$ cat config.mk
export PLATFORM = sky130hd
export DESIGN_NAME = my_node_info
export DESIGN_NICKNAME = d
export VERILOG_FILES = /design/src/rtl/my_node_info.sv
export SDC_FILE = /design/constraint.sdc
export NUM_CORES = 1
export LEC_CHECK = 0
export ABC_AREA = 1
export ABC_CLOCK_PERIOD_IN_PS = 1400
export BUFFER_PORTS_ARGS = -buffer_cell sky130_fd_sc_hd__clkbuf_2
export CELL_PAD_IN_SITES_DETAIL_PLACEMENT = 0
export CELL_PAD_IN_SITES_GLOBAL_PLACEMENT = 1
export CORE_ASPECT_RATIO = 1.4
export CORE_MARGIN = 10
export CORE_UTILIZATION = 41
export CTS_BUF_LIST = sky130_fd_sc_hd__clkbuf_4 sky130_fd_sc_hd__clkbuf_8
export CTS_CLUSTER_DIAMETER = 40
export DETAILED_ROUTE_END_ITERATION = 12
export MAX_ROUTING_LAYER = met4
export PLACE_DENSITY = 0.78
export SLEW_MARGIN = 20
export SYNTH_ARGS = -nofsm -noshare
export SYNTH_HDL_FRONTEND = slang
export SYNTH_SLANG_ARGS = --single-unit
$ cat constraint.sdc
create_clock -name clk -period 1.4 [get_ports clk]
set_input_delay 0.28 -clock clk [delete_from_list [all_inputs] [get_ports clk]]
set_output_delay 0.28 -clock clk [all_outputs]
set_load 0.005 [all_outputs]
$ cat src/rtl/my_node_info.sv
// rtl/my_node_info.sv - per-node state register for EER-RL clustering
//
// Decodes the filtered packet type on each en_MNI pulse and updates this
// node's hop distance to the sink, initial Q-value, cluster-head role and
// low-energy flag.
//
// Ports:
//   clk            system clock, rising-edge state updates
//   nrst           asynchronous active-low reset
//   en_MNI         sample packet fields on this edge
//   fPktType       3-bit packet type (HB/CHE/INV/rsvd/CHT/DATA/invalid)
//   energy         residual energy, unsigned 2.14
//   destinationID  destination node ID in the packet
//   hops           hop count in the packet
//   timeslot       TDMA slot from CHT (not stored)
//   e_threshold    low-energy threshold, unsigned 2.14
//   myNodeID       constant NODE_ID
//   hopsFromSink   registered hop distance to the sink
//   myQValue       registered initial Q-value (energy / hops)
//   role           1 = cluster head for the current round
//   low_E          1 = residual energy below threshold

module my_node_info #(
    parameter logic [15:0] NODE_ID = 16'h000C
) (
    input  logic        clk,
    input  logic        nrst,
    input  logic        en_MNI,
    input  logic [2:0]  fPktType,
    input  logic [15:0] energy,
    input  logic [15:0] destinationID,
    input  logic [15:0] hops,
    input  logic [15:0] timeslot,
    input  logic [15:0] e_threshold,
    output logic [15:0] myNodeID,
    output logic [15:0] hopsFromSink,
    output logic [15:0] myQValue,
    output logic        role,
    output logic        low_E
);

    localparam logic [2:0] PKT_HB   = 3'b000;
    localparam logic [2:0] PKT_CHE  = 3'b001;
    localparam logic [2:0] PKT_CHT  = 3'b100;
    localparam logic [2:0] PKT_DATA = 3'b101;

    // Set by an accepted heartbeat, cleared by DATA or a CHT for this node,
    // so only the first heartbeat of a round is taken.
    logic        hb_lock;

    logic        for_me;
    logic [15:0] quotient;
    logic [15:0] q_value_next;
    logic        low_e_next;

    // The slot number only matters to the TDMA scheduler downstream.
    logic        unused_timeslot;
    assign unused_timeslot = ^timeslot;

    assign myNodeID = NODE_ID;
    assign for_me   = (destinationID == NODE_ID);

    // Single-cycle restoring divider: energy / hops, truncated.
    // With hops == 0 the quotient is all ones, but that result is never
    // used because a zero-hop heartbeat stores the raw energy instead.
    always_comb begin
        logic [16:0] rem;
        rem      = '0;
        quotient = '0;
        for (int i = 15; i >= 0; i--) begin
            rem = {rem[15:0], energy[i]};
            if (rem >= {1'b0, hops}) begin
                rem         = rem - {1'b0, hops};
                quotient[i] = 1'b1;
            end
        end
    end

    assign q_value_next = (hops == 16'd0) ? energy : quotient;
    assign low_e_next   = (energy < e_threshold);

    always_ff @(posedge clk or negedge nrst) begin
        if (!nrst) begin
            hopsFromSink <= '0;
            myQValue     <= '0;
            role         <= 1'b0;
            low_E        <= 1'b0;
            hb_lock      <= 1'b0;
        end else if (en_MNI) begin
            case (fPktType)
                PKT_HB: begin
                    if (!hb_lock) begin
                        hopsFromSink <= hops;
                        myQValue     <= q_value_next;
                        low_E        <= low_e_next;
                        role         <= 1'b0;   // new round starts as member
                        hb_lock      <= 1'b1;
                    end
                end
                PKT_CHE: begin
                    if (for_me) begin
                        role <= 1'b1;
                    end
                end
                PKT_CHT: begin
                    if (for_me) begin
                        hb_lock <= 1'b0;
                    end
                end
                PKT_DATA: begin
                    hb_lock <= 1'b0;
                end
                default: begin
                    // INV, reserved and invalid types leave state alone
                end
            endcase
        end
    end

endmodule

==> results by stage, run 1 <==
Run status:
- The run finished, with violations left.
- The checks that failed: setup timing.

GRT:
- The all-layer global routing usage is 31.4%.
- The first-pass GRT wire length is 111000 µm.
- The via count of the first global-routing pass is 22276.
- The number of antenna violations at the first check in global routing is 0.
- The overall overflow remaining after global route is 0.
- The largest net degree at the start of global routing is 31.

Finish:
- The antenna diode count is 0.
- The area growth from synthesis to layout is 83.4%.
- Across the whole layout, storage elements account for 876 µm².
- Counting the fill cells in the layout gives 2590.
- In the final layout, the multi-input gates occupy 0.0147 mm².
- In the final design database the tool counted 3924 nets.
- The share of final-layout standard cells stronger than drive strength 1 is 50.2%.

Timing:
- For the finished layout, the period the worst path requires is 35.08 ns.
- The total count of max-transition violations in the final report was 0.
- The maximum clock skew at final layout is 0.00828 ns.
- The final number of hold-violating endpoints is 0.
- Static timing analysis puts the maximum clock frequency at 28.5 MHz.
- The worst path setup slack after routing is -33.68 ns.
- The worst pin sits at a relative slew slack of 61.2%.
- Setup repair after global routing could not meet its margin everywhere.
- In the finished design, the share of the clock period the worst path needs comes to 2510%.
- The worst-case hold slack is 0.209 ns.
- The number of endpoints failing setup at the final stage is 16.
- The slew at the pin closest to its max-slew limit is 0.582 ns.

Yosys:
- In the synthesized netlist the dominant register cell turns out to be sky130_fd_sc_hd__dfrtp_1.
- By area the synthesized netlist is led by sky130_fd_sc_hd__ha_1 21%, sky130_fd_sc_hd__nand2_1 13%, sky130_fd_sc_hd__inv_1 7.2%, sky130_fd_sc_hd__a21oi_1 6.6%, sky130_fd_sc_hd__o21ai_0 6.4%.
- The count of state elements after synthesis is 35.
- The most area-hungry cell type in the Yosys netlist is sky130_fd_sc_hd__ha_1.
- The fraction of post-synthesis cell area in the top cell type by area is 21.3%.
- The most common cell in the netlist is sky130_fd_sc_hd__nand2_1.
- The number of warnings issued by yosys is 0.
- The average instance in the mapped netlist occupies 6.50 µm².
- Counting instances in the post-synthesis netlist gives the leading cell types as 509 x sky130_fd_sc_hd__nand2_1, 289 x sky130_fd_sc_hd__inv_1, 256 x sky130_fd_sc_hd__ha_1.
- The number of synthesized flops with an enable pin is 0.
- The number of different library cells used by synthesis comes to 63.
- The gate count after technology mapping is 2309.
- The async set-or-reset flop fraction in the synthesized netlist is 100%.
- The share of the Yosys chip area taken by registers is 5.84%.
- The cell area that synthesis handed to floorplanning was 0.0150 mm².

Worst hold path:
- The path with the worst hold slack has its endpoint at hb_lock$_DFFE_PN0P_.
- The worst hold path depth is 2.
- The source of the worst hold timing path is en_MNI.
- The worst hold path belongs to the class primary input to flop.

Detailed routing:
- The vias after detailed routing is 21658.
- After detailed routing, the average wire length per cell comes to 18.6 µm.
- Wires add up to 74800 µm.
- In this run, the number of DRC markers left after iteration 0 of detailed routing was 1165.
- For this run, design rule violations remaining after detail routing come to 0.
- The remaining antenna violation count after routing is 0.
- After detailed routing, the number of vias per cell comes to 5.37.
- The iteration count of the initial detailed-routing pass is 6.

Clocking:
- At the later pin of the worst-skew pair, clock insertion delay measures 0.31 ns.
- The number of clock buffers added by TritonCTS is 5.
- The CTS root buffer is sky130_fd_sc_hd__clkbuf_8.
- The H-tree was split into 2 levels.
- TritonCTS built the clock tree.
- In this run the deepest clock path goes through 2 buffers.
- The number of sinks on the clock net is 35.
- After clock tree synthesis, the clock-pin slew on the worst setup and hold paths is 0.10 ns.

Critical path:
- The worst flop-to-flop path endpoint is low_E$_DFFE_PN0P_.
- The launch point of the critical path is energy[15].
- The launching point of the worst reg2reg path is hb_lock$_DFFE_PN0P_.
- STA puts the critical path data arrival time at 35.35 ns.
- Measured in cells, the most critical reg-to-reg path has a length of 4.
- The setup path with the least slack is of type primary input to flop.
- The slowest stage of the critical path belongs to the cell sky130_fd_sc_hd__ha_1.
- The critical path's most frequent cell is sky130_fd_sc_hd__o21bai_1.
- The worst setup path is launched from a primary input.
- The setup slack of the worst register-to-register path is 0.22 ns.
- The largest driver fanout on the critical path is 8.
- The worst stage delay on the critical path is 0.33 ns.
- The sort of element at the end of the critical path is a flop.
- For the worst setup path, the data required time is 1.66 ns.

Placement:
- After legalization and detailed placement, the total HPWL measured 51000 µm.
- The quantity of I/O buffers inserted on ports is 103.
- The post-place setup slack is -34.52 ns.
- The final weighted congestion in routability-driven placement is 0.969.

Floorplanning:
- For this configuration, the core starts out at a cell density of 41.7%.
- The count of boundary I/O pins is 136.
- The number of core rows is 82.
- The core region is 0.0360 mm².
- Measured along the y axis, the die boundary spans 246 µm.
- In this run the horizontal extent of the chip is 182 µm.
- The area of the die is 0.0448 mm².

Flow run:
- The number of max-cap violations is 0.
-- through the flow --
stage	cells	utilization [%]	cell area [µm²]	TNS (ns)
after CTS	3981	73.5	26500	-236.10
after global placement	3691	63.2	22800	-251.68
after global routing	4031	76.4	27500	-271.04
after floorplan	2323	-	15700	-255.79
final	4031	76.4	27500	-250.93
after detailed placement	3691	63.2	22800	-261.89
-- layout make-up --
class / instances / share of cell area (%)
multi-input cells: 1923 / 53.6
clock inverters: 3 / 0.168
flip-flops and latches: 35 / 3.18
repair buffers: 1294 / 36.0
well taps: 462 / 2.10
repair inverters: 4 / 0.109
clock buffers: 5 / 0.250
inverters: 305 / 4.58
-- critical path: cells and delay by family --
family	cells	cell delay (ns)
compound gates	129	17.71
fa+ha+maj	17	4.47
buf+inv	39	3.30
simple gates	95	9.49
-- what timing repair did --
item / CTS / global route
pin swaps: 225 / 160
endpoints found under the hold margin: 7 / 0
endpoints found under the setup margin: 17 / 17
gates cloned: 6 / 2
buffers inserted: 276 / 73
hold buffers: 1 / 0
resized for setup: 332 / 162
-- cell usage in the layout, fill, tap and decap left out, types with 35 or more instances in the layout --
| master | Yosys | routed |
|---|---|---|
| sky130_fd_sc_hd__ha_1 | 256 | 200 |
| sky130_fd_sc_hd__inv_1 | 289 | 257 |
| sky130_fd_sc_hd__nand4_1 | 40 | 40 |
| sky130_fd_sc_hd__xnor2_1 | 77 | 76 |
| sky130_fd_sc_hd__o21ai_1 | 55 | 84 |
| sky130_fd_sc_hd__nand2_1 | 509 | 448 |
| sky130_fd_sc_hd__a21oi_2 | 2 | 52 |
| sky130_fd_sc_hd__clkbuf_2 | 0 | 101 |
| sky130_fd_sc_hd__a21oi_1 | 197 | 140 |
| sky130_fd_sc_hd__nor2_1 | 100 | 77 |
| sky130_fd_sc_hd__o21bai_1 | 40 | 37 |
| sky130_fd_sc_hd__nand2_2 | 20 | 65 |
| sky130_fd_sc_hd__buf_4 | 25 | 1125 |
| sky130_fd_sc_hd__dfrtp_1 | 35 | 35 |
| sky130_fd_sc_hd__ha_4 | 0 | 55 |
| sky130_fd_sc_hd__o21ai_0 | 193 | 100 |
| sky130_fd_sc_hd__xor2_1 | 106 | 106 |
| sky130_fd_sc_hd__buf_6 | 13 | 42 |
| sky130_fd_sc_hd__nand3_1 | 83 | 78 |
| sky130_fd_sc_hd__o21ai_2 | 38 | 81 |
-- flip-flops by register name, indices dropped and copies added (netlist names) --
name	flops
hopsFromSink	16
hb_lock	1
low_E	1
role	1
myQValue	16
-- cell families after synthesis --
kind of cell    after synthesis  share of synthesized area, %
xor+xnor                    183                          10.7
flops                        35                          5.84
buf+inv                     365                          10.6
other cells                   2                        0.0500
fa+ha+maj                   270                          23.2
compound gates              600                          23.2
simple gates                854                          26.4
-- how the worst max path moves through the flow --
stage	end	slack (ns)
after global placement	myQValue[0]$_DFFE_PN0P_	-32.97
after CTS	myQValue[0]$_DFFE_PN0P_	-31.78
after detailed placement	myQValue[0]$_DFFE_PN0P_	-34.52
after floorplan	myQValue[0]$_DFFE_PN0P_	-34.27
final	myQValue[0]$_DFFE_PN0P_	-33.68
after global routing	myQValue[0]$_DFFE_PN0P_	-36.27
-- per-layer routing --
metal	up-vias	routed length, µm	track usage (%)
met2	755	38000	57.0
met1	10138	26500	29.4
met3	415	3340	4.33
met5	-	0	-
met4	0	6980	24.2
li1	10350	-	-
Power of run 1 is left out: the tool's default activity adds up to more than one toggle a clock period on the data nets, which glitch-free logic cannot reach.
==> inputs of run 2 (changes only) <==
- ABC_AREA: 1 -> not set
- CORE_UTILIZATION: 41 -> 43
- PLACE_DENSITY: 0.78 -> not set
- PLACE_DENSITY_LB_ADDON: not set -> 0.12
==> results by stage, run 2 <==
Yosys:
- The count of unique library cells instantiated by Yosys is 98 (was 63).
- The share of synthesized area occupied by flip-flops and latches is 5.59% (was 5.84%).
- Largest cells by area after synthesis: sky130_fd_sc_hd__ha_1 20%, sky130_fd_sc_hd__mux2_2 9.6%, sky130_fd_sc_hd__dfrtp_1 5.6%, sky130_fd_sc_hd__o21ai_0 5.2%, sky130_fd_sc_hd__xnor2_1 4.9% (was sky130_fd_sc_hd__ha_1 21%, sky130_fd_sc_hd__nand2_1 13%, sky130_fd_sc_hd__inv_1 7.2%, sky130_fd_sc_hd__a21oi_1 6.6%, sky130_fd_sc_hd__o21ai_0 6.4%).
- The average instance area after synthesis is 7.62 µm² (was 6.50 µm²).
- The most area-hungry cell type in the Yosys netlist is sky130_fd_sc_hd__ha_1 (unchanged).
- The count of state elements after synthesis is 35 (unchanged).
- The leading register cell type out of synthesis is sky130_fd_sc_hd__dfrtp_1 (unchanged).
- The number of warnings issued by yosys is 0 (unchanged).
- Cell types with the highest counts after synthesis: 256 x sky130_fd_sc_hd__ha_1, 164 x sky130_fd_sc_hd__o21ai_0, 163 x sky130_fd_sc_hd__inv_1 (was 509 x sky130_fd_sc_hd__nand2_1, 289 x sky130_fd_sc_hd__inv_1, 256 x sky130_fd_sc_hd__ha_1).
- The area of the mapped netlist is 0.0157 mm² (was 0.0150 mm²).
- The gate count after technology mapping was 2057 (was 2309).
- The most common cell in the netlist was sky130_fd_sc_hd__ha_1 (was sky130_fd_sc_hd__nand2_1).
- The fraction of post-synthesis cell area in the top cell type by area was 20.4% (was 21.3%).
- The number of synthesized flops with an enable pin is 0 (unchanged).
- The async set-or-reset flop fraction in the synthesized netlist is 100% (unchanged).

Finish:
- The area growth from synthesis to layout is 77.9% (was 83.4%).
- The post-route core utilization is 77.7% (was 76.4%).
- The share of final-layout standard cells stronger than drive strength 1 is 54.1% (was 50.2%).
- The most common cell after layout, fill and taps aside is sky130_fd_sc_hd__buf_4 (unchanged).
- The final instance count without filler cells is 3642 (was 4031).
- Biggest regs: hopsFromSink: 16 flops, myQValue: 16 flops (unchanged).
- Highest-count cells in the layout ignoring fill and taps: 950 x sky130_fd_sc_hd__buf_4, 190 x sky130_fd_sc_hd__ha_1, 146 x sky130_fd_sc_hd__inv_1, 130 x sky130_fd_sc_hd__nand2_1, 125 x sky130_fd_sc_hd__nor2_1 (was 1125 x sky130_fd_sc_hd__buf_4, 448 x sky130_fd_sc_hd__nand2_1, 257 x sky130_fd_sc_hd__inv_1, 200 x sky130_fd_sc_hd__ha_1, 140 x sky130_fd_sc_hd__a21oi_1).
- The final net count is 3534 (was 3924).
- The count of fill cells added during filler insertion is 2530 (was 2590).

Flow run:
- The number of max-cap violations is 0 (unchanged).

Timing:
- The slew at the pin closest to its max-slew limit came to 0.580 ns (was 0.582 ns).
- Setup repair after global routing missed its margin: true (unchanged).
- The final critical delay including setup and external delays came to 37.65 ns (was 35.08 ns).
- The final number of hold-violating endpoints came to 0 (unchanged).
- The max-slew headroom at the worst pin is 60.3% (was 61.2%).
- The worst path setup slack after routing is -36.25 ns (was -33.68 ns).
- The share of the cycle needed by the critical path after routing is 2690% (was 2510%).
- The maximum operating frequency is 26.6 MHz (was 28.5 MHz).
- The worst-case hold slack is 0.189 ns (was 0.209 ns).
- The maximum clock skew at final layout came to 0.0164 ns (was 0.00828 ns).
- The total count of max-transition violations in the final report is 0 (unchanged).
- The number of endpoints failing setup at the final stage is 33 (was 16).

Clocking:
- The number of clock buffers inserted by TritonCTS is 5 (unchanged).
- The insertion delay of the later-clocked pin in the worst-skew pair is 0.33 ns (was 0.31 ns).
- The clock-pin slew on the worst setup and hold paths is 0.08 ns (was 0.10 ns).
- The TritonCTS clock tree is done (unchanged).
- The number of levels the H-tree was split into came to 2 (unchanged).
- The number of sinks on the clock net is 35 (unchanged).
- The CTS root buffer is sky130_fd_sc_hd__clkbuf_8 (unchanged).
- The buffer depth of the longest clock path is 2 (unchanged).

Critical path:
- The start-to-end type of the worst setup path is primary input to flop (unchanged).
- The cell depth of the worst flop-to-flop path is 6 (was 4).
- The required arrival time at the worst endpoint is 1.62 ns (was 1.66 ns).
- The critical path's most frequent cell is sky130_fd_sc_hd__o21ai_2 (was sky130_fd_sc_hd__o21bai_1).
- The type of origin of the critical path is a primary input (unchanged).
- The sort of element at the end of the critical path is a flop (unchanged).
- The standard cell with the maximum stage delay on the critical path is sky130_fd_sc_hd__or4b_4 (was sky130_fd_sc_hd__ha_1).
- The setup slack of the worst register-to-register path is -0.48 ns (was 0.22 ns).
- The worst path arrival time is 37.86 ns (was 35.35 ns).
- The worst stage delay on the critical path is 0.53 ns (was 0.33 ns).
- The largest driver fanout on the critical path is 7 (was 8).

GRT:
- The via count of the first global-routing pass is 21922 (was 22276).
- The met3 usage is 3.39% (was 4.33%).
- The met1 track utilization from global routing is 32.2% (was 29.4%).
- The global-route met2 utilization was 58.3% (was 57.0%).
- The most used routing layer in global routing is met2 (unchanged).
- The largest net degree at the start of global routing is 36 (was 31).
- The number of antenna violations at the first check in global routing is 1 (was 0).
- The first-pass GRT wire length was 115000 µm (was 111000 µm).
- The all-layer global routing usage is 32.9% (was 31.4%).
- The overall overflow remaining after global route was 0 (unchanged).

Detailed routing:
- The average wire per cell in the routed design is 22.0 µm (was 18.6 µm).
- The count of routing violations after the opening detailed-route iteration came to 1260 (was 1165).
- The iteration count of the initial detailed-routing pass came to 5 (was 6).
- The detailed-route wire length is 80300 µm (was 74800 µm).
- The vias after detailed routing came to 21408 (was 21658).
- The remaining antenna violation count after routing is 0 (unchanged).
- The detailed-route DRC error count is 0 (unchanged).
- The average vias per placed instance is 5.88 (was 5.37).

Worst hold path:
- The worst hold path depth is 2 (unchanged).
- The worst hold-check path type is primary input to flop (unchanged).

Pwr:
- In this run the static leakage power is 0.0141 µW.
- Summing internal, switching and leakage power gives 41400 µW.
- Power spread over the standard cell area amounts to 1480 mW/mm².
- IR analysis of the VDD net gives a maximum drop of 0.00489 V.

Floorplanning:
- The height of the chip was 246 µm (about the same).
- The area of the placeable core is 0.0359 mm² (was 0.0360 mm²).
- The count of boundary I/O pins is 136 (unchanged).
- The horizontal extent of the die is 181 µm (was 182 µm).
- The effective utilization at floorplan came to 43.7% (was 41.7%).
- The area of the die is 0.0446 mm² (was 0.0448 mm²).
- The number of core rows is 82 (unchanged).

Run status:
- Violated checks: setup timing (unchanged).
- Result of the run: complete, but fails checks (unchanged).

Placement:
- The final weighted congestion in routability-driven placement was 1.00 (was 0.969).
- The quantity of I/O buffers inserted on ports is 103 (unchanged).
- The half-perimeter wire length after detailed placement was 54600 µm (was 51000 µm).
- The post-placement cell count was 3348 (was 3691).
==> run 2: cell count changes in the layout (fill, tap and decap cells not counted), sizes merged, moves of 39 or more <==
cell / before / now
a21o: 10 / 70
buf: 1188 / 1054
inv: 305 / 162
nor2b: 0 / 49
xor2: 106 / 54
nand2: 536 / 158
o21ai: 286 / 169
nand3: 107 / 28
mux2: 0 / 146
a21oi: 199 / 137
mux2i: 0 / 39
==> run 2: worst paths after layout <==
kind	startpoint	to
min in group asynchronous	nrst	myQValue[11]$_DFFE_PN0P_
worst max-delay path	hops[8]	myQValue[0]$_DFFE_PN0P_
worst min-delay path	fPktType[2]	hb_lock$_DFFE_PN0P_
max in group asynchronous	nrst	myQValue[8]$_DFFE_PN0P_
worst max register to register	hb_lock$_DFFE_PN0P_	myQValue[0]$_DFFE_PN0P_
worst min register to register	myQValue[12]$_DFFE_PN0P_	myQValue[12]$_DFFE_PN0P_
==> run 2: worst max-delay path, delay by kind of cell <==
family	cells	cell delay [ns]
compound gates	124	20.89
fa+ha+maj	15	3.91
buf+inv	25	3.35
mux	14	4.11
simple gates	31	5.20
==> run 2: timing repair <==
| action | CTS | global route |
|---|---|---|
| gates cloned | 10 | 0 |
| pin swaps | 161 | 203 |
| endpoints found under the setup margin | 33 | 33 |
| hold buffers | 1 | 0 |
| endpoints found under the hold margin | 35 | 0 |
| gates resized for setup | 301 | 266 |
| buffers inserted | 215 | 86 |
==> run 2: metrics by stage <==
| step | setup slack [ns] | setup TNS (ns) | cell area, µm² |
|---|---|---|---|
| after floorplan | -37.04 | -279.51 | 16500 |
| after global placement | -36.84 | -286.33 | 22900 |
| after detailed placement | -37.52 | -290.56 | 22900 |
| after CTS | -35.43 | -272.37 | 26200 |
| after global routing | -37.94 | -291.45 | 27900 |
| final | -36.25 | -277.98 | 27900 |
==> run 2: cells by family after synthesis <==
logic type | synth area share, %
simple gates | 20.2
compound gates | 24.9
fa+ha+maj | 22.2
buf+inv | 5.96
mux | 13.2
xor+xnor | 7.93
flops | 5.59
other cells | 0.0479
==> run 2: cell type report <==
class | instances | area, µm² | area share, %
well taps | 462 | 578 | 2.07
clock buffers | 5 | 68.8 | 0.247
multi-input cells | 1819 | 16600 | 59.5
repair buffers | 1154 | 9080 | 32.6
diodes | 1 | 2.50 | 0.00897
clock inverters | 3 | 43.8 | 0.157
flip-flops and latches | 35 | 876 | 3.14
inverters | 163 | 633 | 2.27
==> run 2: metal layers <==
metal | wire length (µm) | vias up | part of all wire [%]
met5 | 0 | - | 0
met4 | 7920 | 0 | 9.9
met3 | 3890 | 429 | 4.8
met2 | 39400 | 884 | 49
met1 | 29000 | 10262 | 36
li1 | - | 9833 | -
==> run 2: where the power goes <==
group	total [µW]	internal, µW	switching (µW)
Sequential	1350	1190	159
Combinational	39000	21200	17800
Clock	1050	532	517
Power figures use the tool's default switching activity.
